### src/rtl/hx8352_bus_writer.sv
// hx8352_bus_writer: 8080-style 16-bit write master for the HX8352 TFT controller.
// Define HX8352_FIFO_EN to place a small input FIFO ahead of the strobe FSM.
module hx8352_bus_writer #(
    parameter int WR_LOW_CYC      = 2,
    parameter int WR_HIGH_CYC     = 2,
    parameter int RST_LOW_CYC     = 500000,
    parameter int RST_WAIT_CYC    = 2500000,
    parameter int FIFO_DEPTH_LOG2 = 2
) (
    input  logic        clk,
    input  logic        rst,
    input  logic        in_valid,
    output logic        in_ready,
    input  logic        in_rs,
    input  logic [15:0] in_data,
    output logic        init_done,
    output logic        busy,
    output logic [15:0] lcd_data,
    output logic        lcd_rs,
    output logic        lcd_wr_n,
    output logic        lcd_rd_n,
    output logic        lcd_cs_n,
    output logic        lcd_rst_n
);
    localparam int MAX_WR  = (WR_LOW_CYC > WR_HIGH_CYC) ? WR_LOW_CYC : WR_HIGH_CYC;
    localparam int MAX_RST = (RST_LOW_CYC > RST_WAIT_CYC) ? RST_LOW_CYC : RST_WAIT_CYC;
    localparam int MAX_CYC = (MAX_WR > MAX_RST) ? MAX_WR : MAX_RST;
    localparam int CNT_W   = $clog2(MAX_CYC) + 1;

    typedef enum logic [2:0] {RST_LOW, RST_WAIT, IDLE, WR_LOW, WR_HIGH} state_t;

    state_t           state, state_nx;
    logic [CNT_W-1:0] cnt, cnt_nx;
    logic             slot;
    logic             take;
    logic [15:0]      word_data;
    logic             word_rs;

    // A new word may start in IDLE or in the final WR_HIGH cycle (back-to-back).
    assign slot = (state == IDLE) ||
                  ((state == WR_HIGH) && (cnt == CNT_W'(WR_HIGH_CYC - 1)));

`ifdef HX8352_FIFO_EN
    localparam int DEPTH = 2 ** FIFO_DEPTH_LOG2;
    localparam int FCW   = FIFO_DEPTH_LOG2 + 1;

    logic [15:0]                mem_data [DEPTH];
    logic                       mem_rs   [DEPTH];
    logic [FIFO_DEPTH_LOG2-1:0] wr_ptr, rd_ptr;
    logic [FCW-1:0]             count;
    logic                       full, empty, push;

    assign full      = count[FIFO_DEPTH_LOG2];
    assign empty     = (count == '0);
    assign in_ready  = !full && !rst;
    assign push      = in_valid && in_ready;
    assign take      = slot && !empty;
    assign word_data = mem_data[rd_ptr];
    assign word_rs   = mem_rs[rd_ptr];
    assign busy      = (state != IDLE) || !empty;

    always_ff @(posedge clk) begin
        if (rst) begin
            wr_ptr <= '0;
            rd_ptr <= '0;
            count  <= '0;
        end else begin
            if (push) wr_ptr <= wr_ptr + 1'b1;
            if (take) rd_ptr <= rd_ptr + 1'b1;
            count <= count + FCW'(push) - FCW'(take);
        end
    end

    always_ff @(posedge clk) begin
        if (push) begin
            mem_data[wr_ptr] <= in_data;
            mem_rs[wr_ptr]   <= in_rs;
        end
    end
`else
    assign in_ready  = slot;
    assign take      = in_valid && slot;
    assign word_data = in_data;
    assign word_rs   = in_rs;
    assign busy      = (state != IDLE);
`endif

    always_comb begin
        state_nx = state;
        cnt_nx   = cnt + 1'b1;
        case (state)
            RST_LOW:
                if (cnt == CNT_W'(RST_LOW_CYC - 1)) begin
                    state_nx = RST_WAIT;
                    cnt_nx   = '0;
                end
            RST_WAIT:
                if (cnt == CNT_W'(RST_WAIT_CYC - 1)) begin
                    state_nx = IDLE;
                    cnt_nx   = '0;
                end
            IDLE: begin
                cnt_nx = '0;
                if (take) state_nx = WR_LOW;
            end
            WR_LOW:
                if (cnt == CNT_W'(WR_LOW_CYC - 1)) begin
                    state_nx = WR_HIGH;
                    cnt_nx   = '0;
                end
            WR_HIGH:
                if (cnt == CNT_W'(WR_HIGH_CYC - 1)) begin
                    state_nx = take ? WR_LOW : IDLE;
                    cnt_nx   = '0;
                end
            default: begin
                state_nx = RST_LOW;
                cnt_nx   = '0;
            end
        endcase
    end

    // Bus pins are registered from the next state so they leave the block glitch-free.
    always_ff @(posedge clk) begin
        if (rst) begin
            state     <= RST_LOW;
            cnt       <= '0;
            init_done <= 1'b0;
            lcd_data  <= '0;
            lcd_rs    <= 1'b0;
            lcd_wr_n  <= 1'b1;
            lcd_cs_n  <= 1'b1;
            lcd_rst_n <= 1'b0;
        end else begin
            state     <= state_nx;
            cnt       <= cnt_nx;
            lcd_wr_n  <= (state_nx != WR_LOW);
            lcd_cs_n  <= !((state_nx == WR_LOW) || (state_nx == WR_HIGH));
            lcd_rst_n <= (state_nx != RST_LOW);
            if (state_nx == IDLE) init_done <= 1'b1;
            if (take) begin
                lcd_data <= word_data;
                lcd_rs   <= word_rs;
            end
        end
    end

    assign lcd_rd_n = 1'b1;

endmodule

### config.mk
export PLATFORM = sky130hd
export DESIGN_NAME = hx8352_bus_writer
export DESIGN_NICKNAME = d
export VERILOG_FILES = /design/src/rtl/hx8352_bus_writer.sv
export SDC_FILE = /design/constraint.sdc
export NUM_CORES = 1
export LEC_CHECK = 0
export BUFFER_PORTS_ARGS = -buffer_cell sky130_fd_sc_hd__clkbuf_2
export CAP_MARGIN = 5
export CORE_ASPECT_RATIO = 1.5
export CORE_MARGIN = 3
export CORE_UTILIZATION = 48
export DETAILED_ROUTE_END_ITERATION = 12
export PLACE_DENSITY = 0.79
export SYNTH_ARGS = -nofsm -noshare
export SYNTH_HDL_FRONTEND = slang
export SYNTH_SLANG_ARGS = --single-unit
### constraint.sdc
create_clock -name clk -period 1.67 [get_ports clk]
set_input_delay 0.334 -clock clk [delete_from_list [all_inputs] [get_ports clk]]
set_output_delay 0.334 -clock clk [all_outputs]
set_load 0.005 [all_outputs]
Yosys cells after proc, flatten, opt, wreduce, memory -nomap -nowiden. Index checks and enable logic that the tools add are counted.

Register bits after elaboration: 47. Input port bits: 20. Output and inout bits: 24. Logic and storage cells: 40.

Add/sub/neg operators: 1. Equality and inequality tests: 12. Muxes and demuxes: 11. Reductions and logical operators: 8.

Operators with widths (count): 23-bit two-way mux (3); 23-bit case mux with 3 select lines (1); 23-bit by 1-bit adder with 23-bit output (second input constant) (1); 23-bit by 1-bit == test with 1-bit output (second input constant) (1); 23-bit by 19-bit == test with 1-bit output (second input constant) (1); 23-bit by 22-bit == test with 1-bit output (second input constant) (1); 3-bit two-way mux (5); 3-bit case mux with 5 select lines (1); 3-bit by 2-bit == test with 1-bit output (second input constant) (4); 3-bit == test (second input constant) (2); 3-bit by 2-bit inequality test with 1-bit output (second input constant) (2); 3-bit by 1-bit == test with 1-bit output (second input constant) (1); 3-bit logical NOT (1); 3-bit nonzero test (1); 1-bit logical AND (2); 1-bit logical OR (2); 2-bit OR reduction (1); 1-bit logical NOT (1); 1-bit two-way mux (1).

Depth between registers and ports, before layout.
Depth after elaboration: 10. Depth in mapped cells: 10. Mapped depth without buffers: 8.

Least setup slack after synthesis. No wires, ideal clock.

Path kind: register to register. Start: reg cnt[0]. End: reg lcd_data[10]. Library setup time: 0.128 ns. Arrival: 1.690 ns. Required time: 1.542 ns. Slack: -0.147 ns. Cell stages (with the launch flop): 10. Buffers on the path: 2. Clock period less this slack: 1.817 ns. Cells stage by stage: dfxtp_1 ha_1 nor4b_2 nand4_1 nor4_4 o21ai_2 buf_6 buf_8 mux2i_1 nor2_1.

Word-level cells in the longest chain between the ends: 4.

RTL lines: start, declared (line 33) `logic [CNT_W-1:0] cnt, cnt_nx;`; start signal, assigned (line 136) `cnt <= cnt_nx;`; 23-bit by 1-bit == test with 1-bit output (line 41) `((state == WR_HIGH) && (cnt == CNT_W'(WR_HIGH_CYC - 1)));`; 1-bit logical AND (line 41); 1-bit logical OR (line 40) `assign slot = (state == IDLE) ||`; 1-bit logical AND (line 82) `assign take = in_valid && slot;`; end signal, assigned (line 142) `lcd_data <= word_data;`; end, declared (line 18) `output logic [15:0] lcd_data,`.

Every way passes these cells. A chain may end at the register's enable or synchronous reset.

Worst setup path after layout.
Start: reg cnt[1]. End: out in_ready.

Word-level cells in the longest chain between the ends: 3.

RTL lines: 23-bit by 1-bit == test with 1-bit output (line 41); 1-bit logical AND (line 41); 1-bit logical OR (line 40); end, declared (line 13) `output logic in_ready,`.

Every way passes these cells.

==> impl_summary.log <==
[metrics] outcome: finished with violations
[metrics] failing checks: negative setup slack
[metrics] worst setup slack before clock tree synthesis: -0.262 ns
[metrics] TritonCTS Buffers: 5
[metrics] Unique masters post-synth: between 40 and 50
[metrics] post-route clock period utilization: 119%
[metrics] final setup skew: 0.00281 ns
[metrics] final setup margin: -0.322 ns
[metrics] post-synthesis net count: 247
[metrics] overall power of the completed layout: 2020 uW
[metrics] DR vias/cell: between 5 and 6
[metrics] number of flops mapped to enable cells by yosys: 0
[metrics] overall overflow remaining after global route: 0
[metrics] synthesized cell area: about 0.0021 mm^2
[metrics] hold worst-path end: state[1]
[metrics] first-pass GRT wire length: 8.27 mm
[metrics] Worst EP required: 1.34 ns
[metrics] post-layout instance area: 0.00296 mm^2
[metrics] count of max-cap constraint violations: 0
[metrics] share of the yosys chip area belonging to registers: 44.8%
[metrics] number of rows in the core area: 28
[metrics] Via Count: 1914
[metrics] cell internal pwr: 1580 uW
[metrics] startpoint of the lowest-slack hold path: rst
[metrics] number of nets at the end of the flow: 338
[metrics] net switching share of the total power: 22.0%
[metrics] post-DR wirelength/cell: 13.9 um
[metrics] Critical Path End Type: primary output
[metrics] proportion of power drawn by flip-flops and latches: 56.0%
[metrics] Final TNS setup: -7.21 ns
[metrics] worst-case register-to-register setup slack: -0.21 ns
[metrics] count of port buffers added during placement: 42
[metrics] overall die height: 87.0 um
[metrics] final antenna-violating net count: 0
[metrics] Post-CTS Hold Fix Bufs: 0
[metrics] Max Buffers Root-to-Sink: 2
[metrics] GRT Resource Usage Total: 21.0%
[metrics] Fill cells: 289
[metrics] flops & latches, synth: 47
[metrics] CTS sink count: between 40 and 50
[metrics] launch instance of the worst register-to-register path: cnt[1]
[metrics] clock-pin slew reported for the worst setup and hold paths after clock tree synthesis: 0.08 ns
[metrics] post-synth top area cell: dfxtp_1
[metrics] die width: 60.0 um
[metrics] antenna fix cells: 0
[metrics] final count of pins violating max slew: 0
[metrics] endpoint of the worst-slack reg-to-reg timing path: lcd_data[12]
[metrics] clock latency on the worst-skew pair: 0.29 ns
[metrics] Worst Hold Class: in2reg
[metrics] net switching power of the design: between 400 and 500 uW
[metrics] maximum fanout encountered on the critical timing path: 2
[metrics] CTS tree: done
[metrics] worst IR drop on VDD: between 0.6 and 0.7 mV
[metrics] DP HPWL: about 3.4 mm
[metrics] Clock Tree Root: clkbuf_8
[metrics] main area contributors after synthesis: dfxtp_1 45%, nor2_1 8.4%, mux2i_1 8.1%
[metrics] drt drc: 0
[metrics] DRT Wirelength: 5.02 mm
[metrics] vias in the first global route: 1868
[metrics] Fin. Hold Viols: 0
[metrics] Finished Layout Cells: about 360
[metrics] Static Leakage: about 0.0014 uW
[metrics] maximum number of pins on one net before global-route repair: 24
[metrics] instance area at placement: about 0.0026 mm^2
[metrics] number of setup violations in the final report: 47
[metrics] depth of the worst register-to-register path: 10
[metrics] dominant synthesized flop cell: dfxtp_1
[metrics] initial cell density of the core: between 50% and 60%
[metrics] Die Footprint: 0.00522 mm^2
[metrics] unrepaired setup endpoints after global routing: true
[metrics] ratio of total power to cell area: approximately 680 mW/mm^2
[metrics] portion of total power attributed to the clock network: 37.1%
[metrics] H-tree levels: 2
[metrics] number of stages on the worst hold path: 2
[metrics] count of synthesis-stage warnings from yosys: 0
[metrics] area growth from synthesis to final layout: 40.9%
[metrics] share of synthesized registers carrying an async set or reset: 0%
[metrics] count of pins on the block boundary: 44
[metrics] number of antenna violations at the first check in global routing: 0
[metrics] Period minus WS final: 1.99 ns
[metrics] post-synthesis cell count: 225
[metrics] number of placed instances with taps included: 343
[metrics] type of origin of the critical path: register
[metrics] Mean Syn Cell Area: 9.34 um^2
[metrics] Core Box Area: 0.00406 mm^2
[metrics] Routability Congestion: 0.823
[metrics] combinational share of power: 6.8%
[metrics] DR pass1 iterations: 4
[metrics] achievable frequency: roughly 500 MHz
[metrics] layout cells sized above 1: 41.0%
[metrics] number of design-rule violations left by the first detailed-router iteration: 58
[metrics] classification of the worst setup path: reg2out
[metrics] Worst EP arrival: 1.66 ns
[metrics] Yosys top cell area share: 44.8%
-- how the worst max path moves through the flow --
stage                       from            to  slack (ns)
after floorplan           cnt[0]  lcd_data[10]        -0.1
after global placement    cnt[1]      in_ready       -0.21
after detailed placement  cnt[1]   lcd_data[9]       -0.26
after CTS                 cnt[1]      in_ready       -0.33
after global routing      cnt[1]      in_ready       -0.44
final                     cnt[1]      in_ready       -0.32
-- synthesized netlist by cell type (2+ instances only) --
library cell / number
a21oi_1: 5
and3_1: 8
and4_1: 5
buf_4: 3
clkbuf_1: 3
dfxtp_1: 47
ha_1: 2
inv_1: 3
mux2i_1: 17
nand2_1: 10
nand3_1: 13
nand4_1: 6
nor2_1: 47
nor2b_1: 3
nor3_1: 4
nor4_4: 2
o21ai_0: 3
o21ai_2: 2
xnor2_1: 5
xor2_1: 16
-- sequential cells by signal (all words and copies together), names as in the netlist --
signal     cells
lcd_cs_n       1
lcd_rs         1
state          3
lcd_rst_n      1
cnt           23
lcd_data      16
init_done      1
lcd_wr_n       1
-- final cells by class --
class	count	area, um^2	area share [%]
Clock buffer	7	96.3	3.26
Clock inverter	1	7.51	0.254
Inverter	3	11.3	0.381
Multi-Input combinational cell	167	1190	40.1
Sequential cell	47	947	32.0
Tap cell	45	56.3	1.90
Timing Repair Buffer	92	654	22.1
-- through the flow --
step	util, %	hold slack [ns]
finish	72.8	0.256
global route	72.8	0.265
CTS	72.3	0.260
detailed placement	64.7	0.465
global placement	64.7	0.451
floorplan	-	0.428
-- power by group through the flow --
stage / Sequential, uW / Clock (uW) / Combinational (uW)
2_1_floorplan: 1160 / 0 / 46.8
3_3_place_gp: 1160 / 0 / 96.7
3_5_place_dp: 1160 / 0 / 98.4
4_1_cts: 1130 / 766 / 128
5_1_grt: 1130 / 823 / 150
6_report: 1130 / 750 / 138
-- per-layer routing --
layer  global-route usage [%]  part of all wire, %  vias up
met5                        0                    0        -
met4                     10.9                  3.5        0
met2                     38.6                   55       61
met1                     21.3                   36      883
met3                     4.45                  5.2       20
li1                         -                    -      950
-- critical path: stages, from the launching register on --
cell     delay, ns
dfxtp_2       0.33
inv_2         0.06
ha_4          0.11
nor4b_4       0.18
nand4_1       0.21
nor4_4        0.21
o21ba_2       0.17
buf_6         0.09
-- kinds of logic after synthesis --
family	after synthesis	synth area share (%)
compound gates	19	6.13
xor+xnor	21	8.75
fa+ha+maj	2	1.19
buf+inv	11	3.39
flops	47	44.8
mux	17	8.10
other cells	1	0.179
simple gates	107	27.5
-- cell usage in the layout (no fill, tap or decap), drive strengths merged, types with 2 or more instances in the layout --
| cell type | Yosys | final |
|---|---|---|
| and4 | 5 | 5 |
| inv | 3 | 3 |
| nor4 | 3 | 3 |
| o21ai | 6 | 6 |
| and3 | 8 | 8 |
| clkbuf | 3 | 49 |
| nand2 | 10 | 10 |
| nand4 | 6 | 6 |
| nor2 | 47 | 47 |
| nor3 | 5 | 5 |
| dfxtp | 47 | 47 |
| xnor2 | 5 | 5 |
| a21boi | 2 | 2 |
| buf | 5 | 50 |
| a21oi | 5 | 5 |
| nand3 | 14 | 14 |
| xor2 | 16 | 16 |
| mux2i | 17 | 17 |
| ha | 2 | 2 |
| nor2b | 3 | 3 |
-- repair_timing --
item / CTS / global route
pin swaps: 9 / 15
gates resized for setup: 19 / 15
buffers inserted: 11 / 2
endpoints found under the setup margin: 46 / 49
gates cloned: 2 / 0
No activity file was read; power rests on OpenSTA's default activity.
